$ cat src/rtl/hdr_seq_ctrl_pkg.sv
// Shared definitions for the header sequencer: state encodings, unit indices,
// default buffer offsets and the enabled-unit search helper.
package hdr_seq_ctrl_pkg;

    localparam int NUM_UNITS = 3;

    localparam logic [3:0] ST_IDLE  = 4'b0001;
    localparam logic [3:0] ST_START = 4'b0010;
    localparam logic [3:0] ST_WAIT  = 4'b0100;
    localparam logic [3:0] ST_DONE  = 4'b1000;

    localparam logic [1:0] UNIT_ETH = 2'd0;
    localparam logic [1:0] UNIT_IP  = 2'd1;
    localparam logic [1:0] UNIT_UDP = 2'd2;

    localparam int DEF_BASE0 = 0;
    localparam int DEF_BASE1 = 14;
    localparam int DEF_BASE2 = 34;

    typedef struct packed {
        logic       valid;
        logic [1:0] idx;
    } unit_sel_t;

    // Lowest enabled unit whose index is >= from; valid=0 when none remains.
    function automatic unit_sel_t next_unit(input logic [2:0] en, input logic [2:0] from);
        unit_sel_t sel;
        sel = '0;
        for (int k = NUM_UNITS - 1; k >= 0; k--) begin
            if (en[k] && (3'(k) >= from)) begin
                sel.valid = 1'b1;
                sel.idx   = 2'(k);
            end
        end
        return sel;
    endfunction

endpackage

$ cat src/rtl/hdr_wr_mux.sv
// Registered header-buffer write mux: forwards only the active unit's writes,
// adds that unit's base offset, and flags writes from any other source.
module hdr_wr_mux
    import hdr_seq_ctrl_pkg::*;
#(
    parameter int ADDR_W = 6,
    parameter int IDX_W  = 4,
    parameter int BASE0  = DEF_BASE0,
    parameter int BASE1  = DEF_BASE1,
    parameter int BASE2  = DEF_BASE2
) (
    input  logic                   i_clk,
    input  logic                   i_rst_n,
    input  logic [1:0]             i_cur,
    input  logic                   i_fwd_en,
    input  logic [3*IDX_W-1:0]     i_unit_idx,
    input  logic [23:0]            i_unit_byte,
    input  logic [2:0]             i_unit_wr,
    output logic [ADDR_W-1:0]      o_buf_addr,
    output logic [7:0]             o_buf_byte,
    output logic                   o_buf_wr,
    output logic                   o_stray
);

    logic [IDX_W-1:0]  idx_arr  [NUM_UNITS];
    logic [7:0]        byte_arr [NUM_UNITS];

    genvar gi;
    generate
        for (gi = 0; gi < NUM_UNITS; gi++) begin : g_unpack
            assign idx_arr[gi]  = i_unit_idx[gi*IDX_W +: IDX_W];
            assign byte_arr[gi] = i_unit_byte[gi*8 +: 8];
        end
    endgenerate

    logic [2:0]        cur_mask;
    logic [IDX_W-1:0]  sel_idx;
    logic [ADDR_W-1:0] sel_base;
    logic              wr_d,   wr_q;
    logic [ADDR_W-1:0] addr_d, addr_q;
    logic [7:0]        byte_d, byte_q;

    always_comb begin
        cur_mask = 3'b001 << i_cur;
        sel_idx  = '0;
        sel_base = '0;
        byte_d   = '0;
        case (i_cur)
            UNIT_ETH: begin sel_idx = idx_arr[0]; byte_d = byte_arr[0]; sel_base = ADDR_W'(BASE0); end
            UNIT_IP:  begin sel_idx = idx_arr[1]; byte_d = byte_arr[1]; sel_base = ADDR_W'(BASE1); end
            UNIT_UDP: begin sel_idx = idx_arr[2]; byte_d = byte_arr[2]; sel_base = ADDR_W'(BASE2); end
            default:  ;
        endcase
        // The sum wraps naturally at ADDR_W bits.
        addr_d  = sel_base + ADDR_W'(sel_idx);
        wr_d    = i_fwd_en & (|(i_unit_wr & cur_mask));
        o_stray = i_fwd_en ? (|(i_unit_wr & ~cur_mask)) : (|i_unit_wr);
    end

    // Address/data only move on a forwarded write so the bus stays quiet otherwise.
    always_ff @(posedge i_clk or negedge i_rst_n) begin
        if (!i_rst_n) begin
            wr_q   <= 1'b0;
            addr_q <= '0;
            byte_q <= '0;
        end else begin
            wr_q <= wr_d;
            if (wr_d) begin
                addr_q <= addr_d;
                byte_q <= byte_d;
            end
        end
    end

    assign o_buf_wr   = wr_q;
    assign o_buf_addr = addr_q;
    assign o_buf_byte = byte_q;

endmodule

$ cat src/rtl/hdr_seq_ctrl.sv
// Header build sequencer: triggers each enabled writer unit in order, waits
// for its ready (with timeout), and owns the shared header buffer write port.
module hdr_seq_ctrl
    import hdr_seq_ctrl_pkg::*;
#(
    parameter int ADDR_W  = 6,
    parameter int IDX_W   = 4,
    parameter int BASE0   = DEF_BASE0,
    parameter int BASE1   = DEF_BASE1,
    parameter int BASE2   = DEF_BASE2,
    parameter int TIMEOUT = 255
) (
    input  logic               i_clk,
    input  logic               i_rst_n,
    input  logic               i_start,
    input  logic [2:0]         i_unit_en,
    output logic [2:0]         o_unit_start,
    input  logic [2:0]         i_unit_ready,
    input  logic [3*IDX_W-1:0] i_unit_idx,
    input  logic [23:0]        i_unit_byte,
    input  logic [2:0]         i_unit_wr,
    output logic [ADDR_W-1:0]  o_buf_addr,
    output logic [7:0]         o_buf_byte,
    output logic               o_buf_wr,
    output logic               o_busy,
    output logic               o_done,
    output logic [1:0]         o_err
);

    logic [3:0] state_d, state_q;
    logic [1:0] cur_d,   cur_q;
    logic [2:0] en_d,    en_q;
    logic [7:0] cnt_d,   cnt_q;
    logic [1:0] err_d,   err_q;

    logic       fwd_en;
    logic       stray;
    logic [2:0] cur_mask;
    logic       cur_ready;
    unit_sel_t  first_sel;
    unit_sel_t  next_sel;

    assign fwd_en    = (state_q == ST_START) || (state_q == ST_WAIT);
    assign cur_mask  = 3'b001 << cur_q;
    assign cur_ready = |(i_unit_ready & cur_mask);
    assign first_sel = next_unit(i_unit_en, 3'd0);
    assign next_sel  = next_unit(en_q, {1'b0, cur_q} + 3'd1);

    always_comb begin
        state_d = state_q;
        cur_d   = cur_q;
        en_d    = en_q;
        cnt_d   = cnt_q;
        err_d   = err_q;
        case (state_q)
            ST_IDLE: begin
                if (i_start) begin
                    en_d  = i_unit_en;
                    err_d = 2'b00;
                    if (first_sel.valid) begin
                        cur_d   = first_sel.idx;
                        state_d = ST_START;
                    end else begin
                        state_d = ST_DONE;
                    end
                end
            end
            ST_START: begin
                cnt_d   = 8'd0;
                state_d = ST_WAIT;
            end
            ST_WAIT: begin
                // Ready is checked first so it wins over a coincident timeout.
                if (cur_ready) begin
                    if (next_sel.valid) begin
                        cur_d   = next_sel.idx;
                        state_d = ST_START;
                    end else begin
                        state_d = ST_DONE;
                    end
                end else if (cnt_q == 8'(TIMEOUT - 1)) begin
                    err_d[0] = 1'b1;
                    state_d  = ST_DONE;
                end else begin
                    cnt_d = cnt_q + 8'd1;
                end
            end
            ST_DONE: begin
                state_d = ST_IDLE;
            end
            default: begin
                state_d = ST_IDLE;
            end
        endcase
        if (stray) begin
            err_d[1] = 1'b1;
        end
    end

    always_ff @(posedge i_clk or negedge i_rst_n) begin
        if (!i_rst_n) begin
            state_q <= ST_IDLE;
            cur_q   <= 2'd0;
            en_q    <= 3'b000;
            cnt_q   <= 8'd0;
            err_q   <= 2'b00;
        end else begin
            state_q <= state_d;
            cur_q   <= cur_d;
            en_q    <= en_d;
            cnt_q   <= cnt_d;
            err_q   <= err_d;
        end
    end

    hdr_wr_mux #(
        .ADDR_W (ADDR_W),
        .IDX_W  (IDX_W),
        .BASE0  (BASE0),
        .BASE1  (BASE1),
        .BASE2  (BASE2)
    ) u_wr_mux (
        .i_clk       (i_clk),
        .i_rst_n     (i_rst_n),
        .i_cur       (cur_q),
        .i_fwd_en    (fwd_en),
        .i_unit_idx  (i_unit_idx),
        .i_unit_byte (i_unit_byte),
        .i_unit_wr   (i_unit_wr),
        .o_buf_addr  (o_buf_addr),
        .o_buf_byte  (o_buf_byte),
        .o_buf_wr    (o_buf_wr),
        .o_stray     (stray)
    );

    assign o_unit_start = (state_q == ST_START) ? cur_mask : 3'b000;
    assign o_done       = (state_q == ST_DONE);
    assign o_busy       = (state_q != ST_IDLE);
    assign o_err        = err_q;

endmodule

$ cat config.mk
export PLATFORM = sky130hd
export DESIGN_NAME = hdr_seq_ctrl
export DESIGN_NICKNAME = d
export VERILOG_FILES = /design/src/rtl/hdr_seq_ctrl_pkg.sv /design/src/rtl/hdr_wr_mux.sv /design/src/rtl/hdr_seq_ctrl.sv
export SDC_FILE = /design/constraint.sdc
export NUM_CORES = 1
export LEC_CHECK = 0
export CAP_MARGIN = 10
export CORE_UTILIZATION = 30
export CTS_CLUSTER_SIZE = 10
export DETAILED_ROUTE_END_ITERATION = 8
export PLACE_DENSITY = 0.66
export SLEW_MARGIN = 30
export SYNTH_ARGS = -nofsm -noshare
export SYNTH_HDL_FRONTEND = slang
export SYNTH_SLANG_ARGS = --single-unit
$ cat constraint.sdc
create_clock -name i_clk -period 4.8 [get_ports i_clk]
set_input_delay 1.44 -clock i_clk [delete_from_list [all_inputs] [get_ports i_clk]]
set_output_delay 1.44 -clock i_clk [all_outputs]
set_load 0.01 [all_outputs]
==> summary.txt, run 1 <==
Die
  • Chip height: roughly 83 um
  • Horiz. Die Dim: 83.23 um
  • Area of the core: 6350 um^2
  • FP Rows: 29
  • I/O pin count: 70
  • Die area: 6927 um^2
  • Starting Density: 31.17%

Yosys
  • Dominant synthesized flop cell: dfrtp_1
  • Register area share after synthesis: between 40% and 50%
  • Cells after Synth: approximately 200
  • EDFF count, synth: 0
  • Netlist cell types: 43
  • Syn. warnings: 0
  • Yosys top cell by area: dfrtp_1
  • Area contributors post-synth: dfrtp_1 (42%), ha_1 (7.6%), a222oi_1 (7.1%), nand2_1 (5.1%), o31ai_1 (3.8%)
  • Synthesized netlist net count: 260
  • Synthesis-stage register bit count: 34
  • Mean Syn Cell Area: ~9.9 um^2
  • Async SR Flop Fraction: 100.0%
  • Post-synth top area share: 41.72%
  • Netlist Area Pre-Place: 1979 um^2

Routing
  • DRT iter0 DRCs: around 130
  • Avg WL per Cell: between 10 and 15 um
  • Detailed Route WL: 5.033 mm
  • ANT nets after route: 0
  • First drt pass iteration count: 5
  • Via count: around 1,800
  • DRC violations left: 0
  • Via-to-Cell Ratio: roughly 5.3

Worst setup path
  • Startpoint Class: flip-flop
  • Crit. End Element: primary output
  • CP Class: flip-flop to primary output
  • Crit path cell chain: inv_1 -> ha_1 -> and2_1 -> clkdlybuf4s50_1
  • Delay-heaviest family, CP: buffers and inverters
  • Reg2Reg Setup Slack: ~2.1 ns
  • CP max-delay cell: ha_1
  • Largest stage delay on the critical path: 0.58 ns
  • Crit path DAT: 2.24 ns
  • Required time of the worst setup path: 3.36 ns
  • Top fanout value on the critical path: 17
  • WP buf/inv: 2

Clock network
  • Post-CTS Setup Repair Bufs: 0
  • Root buf cell: clkbuf_8
  • CTS tree: done
  • Longest Clk Path Bufs: 2
  • Clock sinks: 34
  • CTS buffer count: 5
  • Clock latency on the worst-skew pair: just under 0.3 ns
  • CTS clk-pin slew, worst paths: ~0.070 ns
  • H-tree Lvls: 2
  • Hold-fix buffers, CTS: 0
  • Post-CTS resize count: 0

Power
  • Leakage: 1.177 nW
  • Power density cells: between 400 and 500 nW/um^2
  • Maximum VDD drop: 0.0002015 V

STA
  • Fin crit share: ~77%
  • Setup TNS: 0 ns
  • Setup Skew: a little under 0.007 ns
  • Max_slew headroom: approximately half
  • Fmax: around 0.27 GHz
  • Least-Margin Pin Slew: between 0.7 and 0.8 ns
  • Max-slew violations: 0
  • Final setup viols: 0
  • Fin. Hold Viols: 0
  • Min Tclk post-route: between 3 and 4 ns
  • RSZ-0062 raised after global routing: no

GRT
  • Vias in the first global route: ~1,800
  • Grt total ovfl: 0
  • First-pass GRT wire length: roughly 8.5 mm
  • GRT Util Overall: roughly 15%
  • Largest net degree at the start of global routing: 35
  • Initial antenna violation count: 0

Cells and area
  • Fraction of layout cells with a size suffix above 1: between 7 and 8%
  • Net count reported at finish: 328
  • # diodes: 0
  • Post-Layout Cell Count: roughly 350
  • Synth-to-Final Area Change: 43.43%
  • Fin area: approximately 2800 um^2

Hold path
  • Worst hold path class: flip-flop to flip-flop

Placement
  • GPL Wtd Cong: roughly 0.78
  • Dpl cells: approximately 340
  • Placed wire-length estimate: 3.685 mm
  • DP Area: approximately 2700 um^2
  • PortBufs: 69

Run
  • Max_cap viols: 0

Outcome
  • Status: finished, final reports clean
final timing paths:
check,startpoint,end,cells past startpoint
worst max-delay path,cur_q[0],o_unit_start[2],4
worst min-delay path,u_wr_mux.o_buf_byte[3],u_wr_mux.o_buf_byte[3],2
worst max register to register,cur_q[0],cnt_q[2],7
worst min register to register,u_wr_mux.o_buf_byte[3],u_wr_mux.o_buf_byte[3],2
max in group asynchronous,i_rst_n,state_q[0],2
min in group asynchronous,i_rst_n,state_q[3],2
synth_stat cells, types with 3 or more instances:
library cell and n:
nor2_1 12, xnor2_1 7, a21oi_1 7, mux2_2 3
dfrtp_1 33, ha_1 12, nor4b_1 3, o21ai_0 6
and2_1 6, a2111oi_2 3, nand2_1 27, clkbuf_1 9
a222oi_1 14, o31ai_1 10, inv_1 9, nand3_1 3
sequential cells by signal, summed over array words and instances, names as in the netlist:
signal	flops
cnt_q	8
u_wr_mux.o_buf_byte	8
u_wr_mux.o_buf_addr	6
state_q	4
en_q	3
cur_q	2
o_err	2
u_wr_mux.o_buf_wr	1
per-stage QoR:
stage,power [W],hold WS (ns),util (%),setup slack (ns)
after floorplan,0.0009203,0.4393,-,1.963
after global placement,0.001188,0.4601,43.29,1.370
after detailed placement,0.001198,0.4637,43.29,1.339
after CTS,0.001426,0.4815,44.71,1.096
after global routing,0.001525,0.5088,44.71,0.9813
final,0.001411,0.4757,44.71,1.117
where the power goes:
group / internal, W / switching, W / total (W)
clock network: 0.000117 / 0.000105 / 0.000222
registers: 0.000390 / 0.0000931 / 0.000483
logic: 0.000348 / 0.000358 / 0.000706
cell families after synthesis:
family	after synthesis	synth area share, %
AO/OA/AOI/OAI	54	22.00
XOR/XNOR	7	3.097
adder cells (fa/ha/maj)	13	8.597
buffers and inverters	21	4.108
flip-flops	34	43.05
multiplexers	4	2.212
AND/OR/NAND/NOR	66	16.94
cell usage in the layout (no fill, tap or decap), drive strengths merged, types with 3 or more instances in the layout:
master / n
nand2: 27
a222oi: 14
and2: 7
a21oi: 7
dfrtp: 33
clkbuf: 8
o31ai: 10
nor4b: 4
nor2: 13
nand3: 3
buf: 4
inv: 9
o21ai: 7
mux2: 3
ha: 12
clkdlybuf4s50: 69
xnor2: 7
a2111oi: 3
final cells by class:
cell class	instances	area [um^2]
tap	77	96.34
clock buffer	8	90.09
fill	601	3511
sequential	34	852.1
inverter	9	33.78
timing repair buffer	73	720.7
multi-input combinational	144	1046
worst reg2reg max path: stages, from the launching register on:
cell and delay [ns]:
dfrtp_1 0.48, inv_1 0.13, ha_1 0.44, a222oi_1 0.71, and2_1 0.27, o21ai_0 0.22
o211ai_1 0.23, o31ai_1 0.09
metal layers:
layer | wire length (um) | global-route usage (%) | vias up
li1 | - | - | 879
met1 | 2274 | 20.48 | 883
met2 | 2414 | 24.29 | 55
met3 | 297 | 3.777 | 6
met4 | 46 | 3.918 | 0
met5 | 0 | 0 | -
No activity file was read; power rests on OpenSTA's default activity.
==> run 2: changes to the inputs <==
--- a/config.mk
+++ b/config.mk
@@ -9,7 +9,7 @@
 export CORE_UTILIZATION = 30
 export CTS_CLUSTER_SIZE = 10
 export DETAILED_ROUTE_END_ITERATION = 8
-export PLACE_DENSITY = 0.66
+export PLACE_DENSITY = 0.68
 export SLEW_MARGIN = 30
 export SYNTH_ARGS = -nofsm -noshare
 export SYNTH_HDL_FRONTEND = slang
==> constraint.sdc (replaced) <==
create_clock -name i_clk -period 3.05 [get_ports i_clk]
set_input_delay 0.915 -clock i_clk [delete_from_list [all_inputs] [get_ports i_clk]]
set_output_delay 0.915 -clock i_clk [all_outputs]
set_load 0.01 [all_outputs]
==> summary.txt, run 2 (synthesized netlist as in run 1, its figures left out) <==
Hold path
  • Worst Hold Depth: 2
  • Hold_sp: u_wr_mux.o_buf_byte[5]
  • Worst hold endpoint: u_wr_mux.o_buf_byte[5]
  • Worst hold path class: flip-flop to flip-flop

Die
  • Starting Density: 31.17%
  • I/O pin count: 70
  • FP Rows: 29
  • Chip height: about 83 um
  • Horiz. Die Dim: 83.23 um
  • Die area: a little under 7000 um^2
  • Area of the core: ~6300 um^2

Worst setup path
  • Startpoint Class: flip-flop
  • Crit. End Element: primary output
  • Crit Reg-Reg Startpoint: cur_q[0]
  • Crit path cell chain: inv_1 -> ha_1 -> and2_1 -> clkdlybuf4s50_1
  • CP max-delay cell: clkdlybuf4s50_1
  • Largest stage delay on the critical path: about 0.54 ns
  • Required time of the worst setup path: around 2.1 ns
  • Reg2Reg Depth: 9
  • R2R Path End: cnt_q[2]
  • CP Class: flip-flop to primary output
  • Top fanout value on the critical path: 11
  • Reg2Reg Setup Slack: about 0.5 ns
  • Crit path DAT: 2.03 ns

Power
  • Reg power frac: 33.0%
  • Power density cells: about 800 nW/um^2
  • Clock power share: 14.9%
  • Switching Power: 0.0008957 W
  • Sw Share: between 30 and 40%
  • Comb power frac: a little over half
  • Maximum VDD drop: ~0.00038 V
  • Leakage: between 1 and 1.5 nW
  • Int Power: 0.001398 W
  • Post-route total power: about 0.0023 W

STA
  • Final hold slack: roughly 0.48 ns
  • Min Tclk post-route: around 3 ns
  • Final setup viols: 0
  • Max_slew headroom: around 59%
  • Setup TNS: 0 ns
  • RSZ-0062 raised after global routing: no
  • Least-Margin Pin Slew: between 0.6 and 0.7 ns
  • Final setup margin: 0.1062 ns
  • Fin crit share: a little over nine tenths
  • Setup Skew: between 0.004 and 0.005 ns
  • Fmax: ~0.34 GHz
  • Fin. Hold Viols: 0
  • Max-slew violations: 0

Clock network
  • CTS clk-pin slew, worst paths: ~0.070 ns
  • Post-CTS resize count: 0
  • Hold-fix buffers, CTS: 0
  • Clock sinks: 34
  • Root buf cell: clkbuf_8
  • Clock latency on the worst-skew pair: ~0.28 ns
  • Longest Clk Path Bufs: 2
  • Post-CTS Setup Repair Bufs: 0
  • CTS buffer count: 5
  • H-tree Lvls: 2
  • CTS tree: done

Routing
  • Via-to-Cell Ratio: 5.191
  • ANT nets after route: 0
  • First drt pass iteration count: 4
  • DRT iter0 DRCs: about 130
  • Via count: approximately 1,800
  • Detailed Route WL: ~5.1 mm
  • Avg WL per Cell: 14.42 um
  • DRC violations left: 0

GRT
  • Vias in the first global route: 1,877
  • Largest net degree at the start of global routing: 35
  • GRT Util Overall: 15.51%
  • First-pass GRT wire length: just under 9 mm
  • Initial antenna violation count: 0
  • Grt total ovfl: 0

Placement
  • Placed wire-length estimate: around 3.8 mm
  • GPL Wtd Cong: between 0.8 and 0.9
  • Pre-CTS setup slack: ~0.25 ns
  • PortBufs: 69

Cells and area
  • Net count reported at finish: approximately 330
  • Layout fillers: about 590
  • Fraction of layout cells with a size suffix above 1: between 10 and 15%
  • Synth-to-Final Area Change: 45.77%
  • Most frequent cells in the layout: clkdlybuf4s50_1 (69), dfrtp_1 (33), nand2_1 (27), a222oi_1 (14)
  • Commonest non-fill, non-tap cell in the layout: clkdlybuf4s50_1
  • # diodes: 0

Outcome
  • Status: finished, final reports clean

Run
  • Max_cap viols: 0
-- run 2: critical path: cells and delay by family, from the launching register on --
kind | cells | cell delay [ns]
DFF | 1 | 0.47
and+or+nand+nor | 1 | 0.18
buffers and inverters | 2 | 0.68
adders and majority gates | 1 | 0.40
-- run 2: cell type report --
type                       instances  area, um^2  share of cell area [%]
sequential                        34       852.1                   29.53
multi-input combinational        144        1046                   36.25
inverter                           9       33.78                   1.171
clock buffer                       7       86.33                   2.992
timing repair buffer              79       765.7                   26.54
clock inverter                     1       5.005                  0.1735
tap                               77       96.34                   3.339
-- run 2: how the worst max path moves through the flow --
stage	start	end	slack [ns]
after floorplan	cur_q[0]	u_wr_mux.o_buf_addr[2]	0.61
after global placement	i_unit_idx[9]	u_wr_mux.o_buf_addr[2]	0.29
after detailed placement	i_unit_idx[9]	u_wr_mux.o_buf_addr[2]	0.25
after CTS	cur_q[0]	o_unit_start[2]	0.10
after global routing	cur_q[0]	o_unit_start[2]	0.008
final	cur_q[0]	o_unit_start[2]	0.11
-- run 2: power by group through the flow --
stage               Sequential [W]  Clock [W]  Combinational, W
global placement          0.000757          0           0.00118
global route              0.000785   0.000376           0.00134
finish                    0.000757   0.000341           0.00120
floorplan                 0.000765          0          0.000683
CTS                       0.000757   0.000354           0.00121
detailed placement        0.000764          0           0.00120
-- run 2: per-stage QoR --
stage          std cells  area (um^2)  utilization [%]
2_1_floorplan        199         1979                -
3_3_place_gp         343         2794            44.00
3_5_place_dp         343         2794            44.00
4_1_cts              351         2885            45.44
5_1_grt              351         2885            45.44
6_report             351         2885            45.44
-- run 2: metal layers --
| metal | global-route usage, % | share of wire [%] |
|---|---|---|
| met1 | 20.48 | 46 |
| met2 | 25.11 | 48 |
| met3 | 3.280 | 4.2 |
| met4 | 5.486 | 1.4 |
| met5 | 0 | 0 |
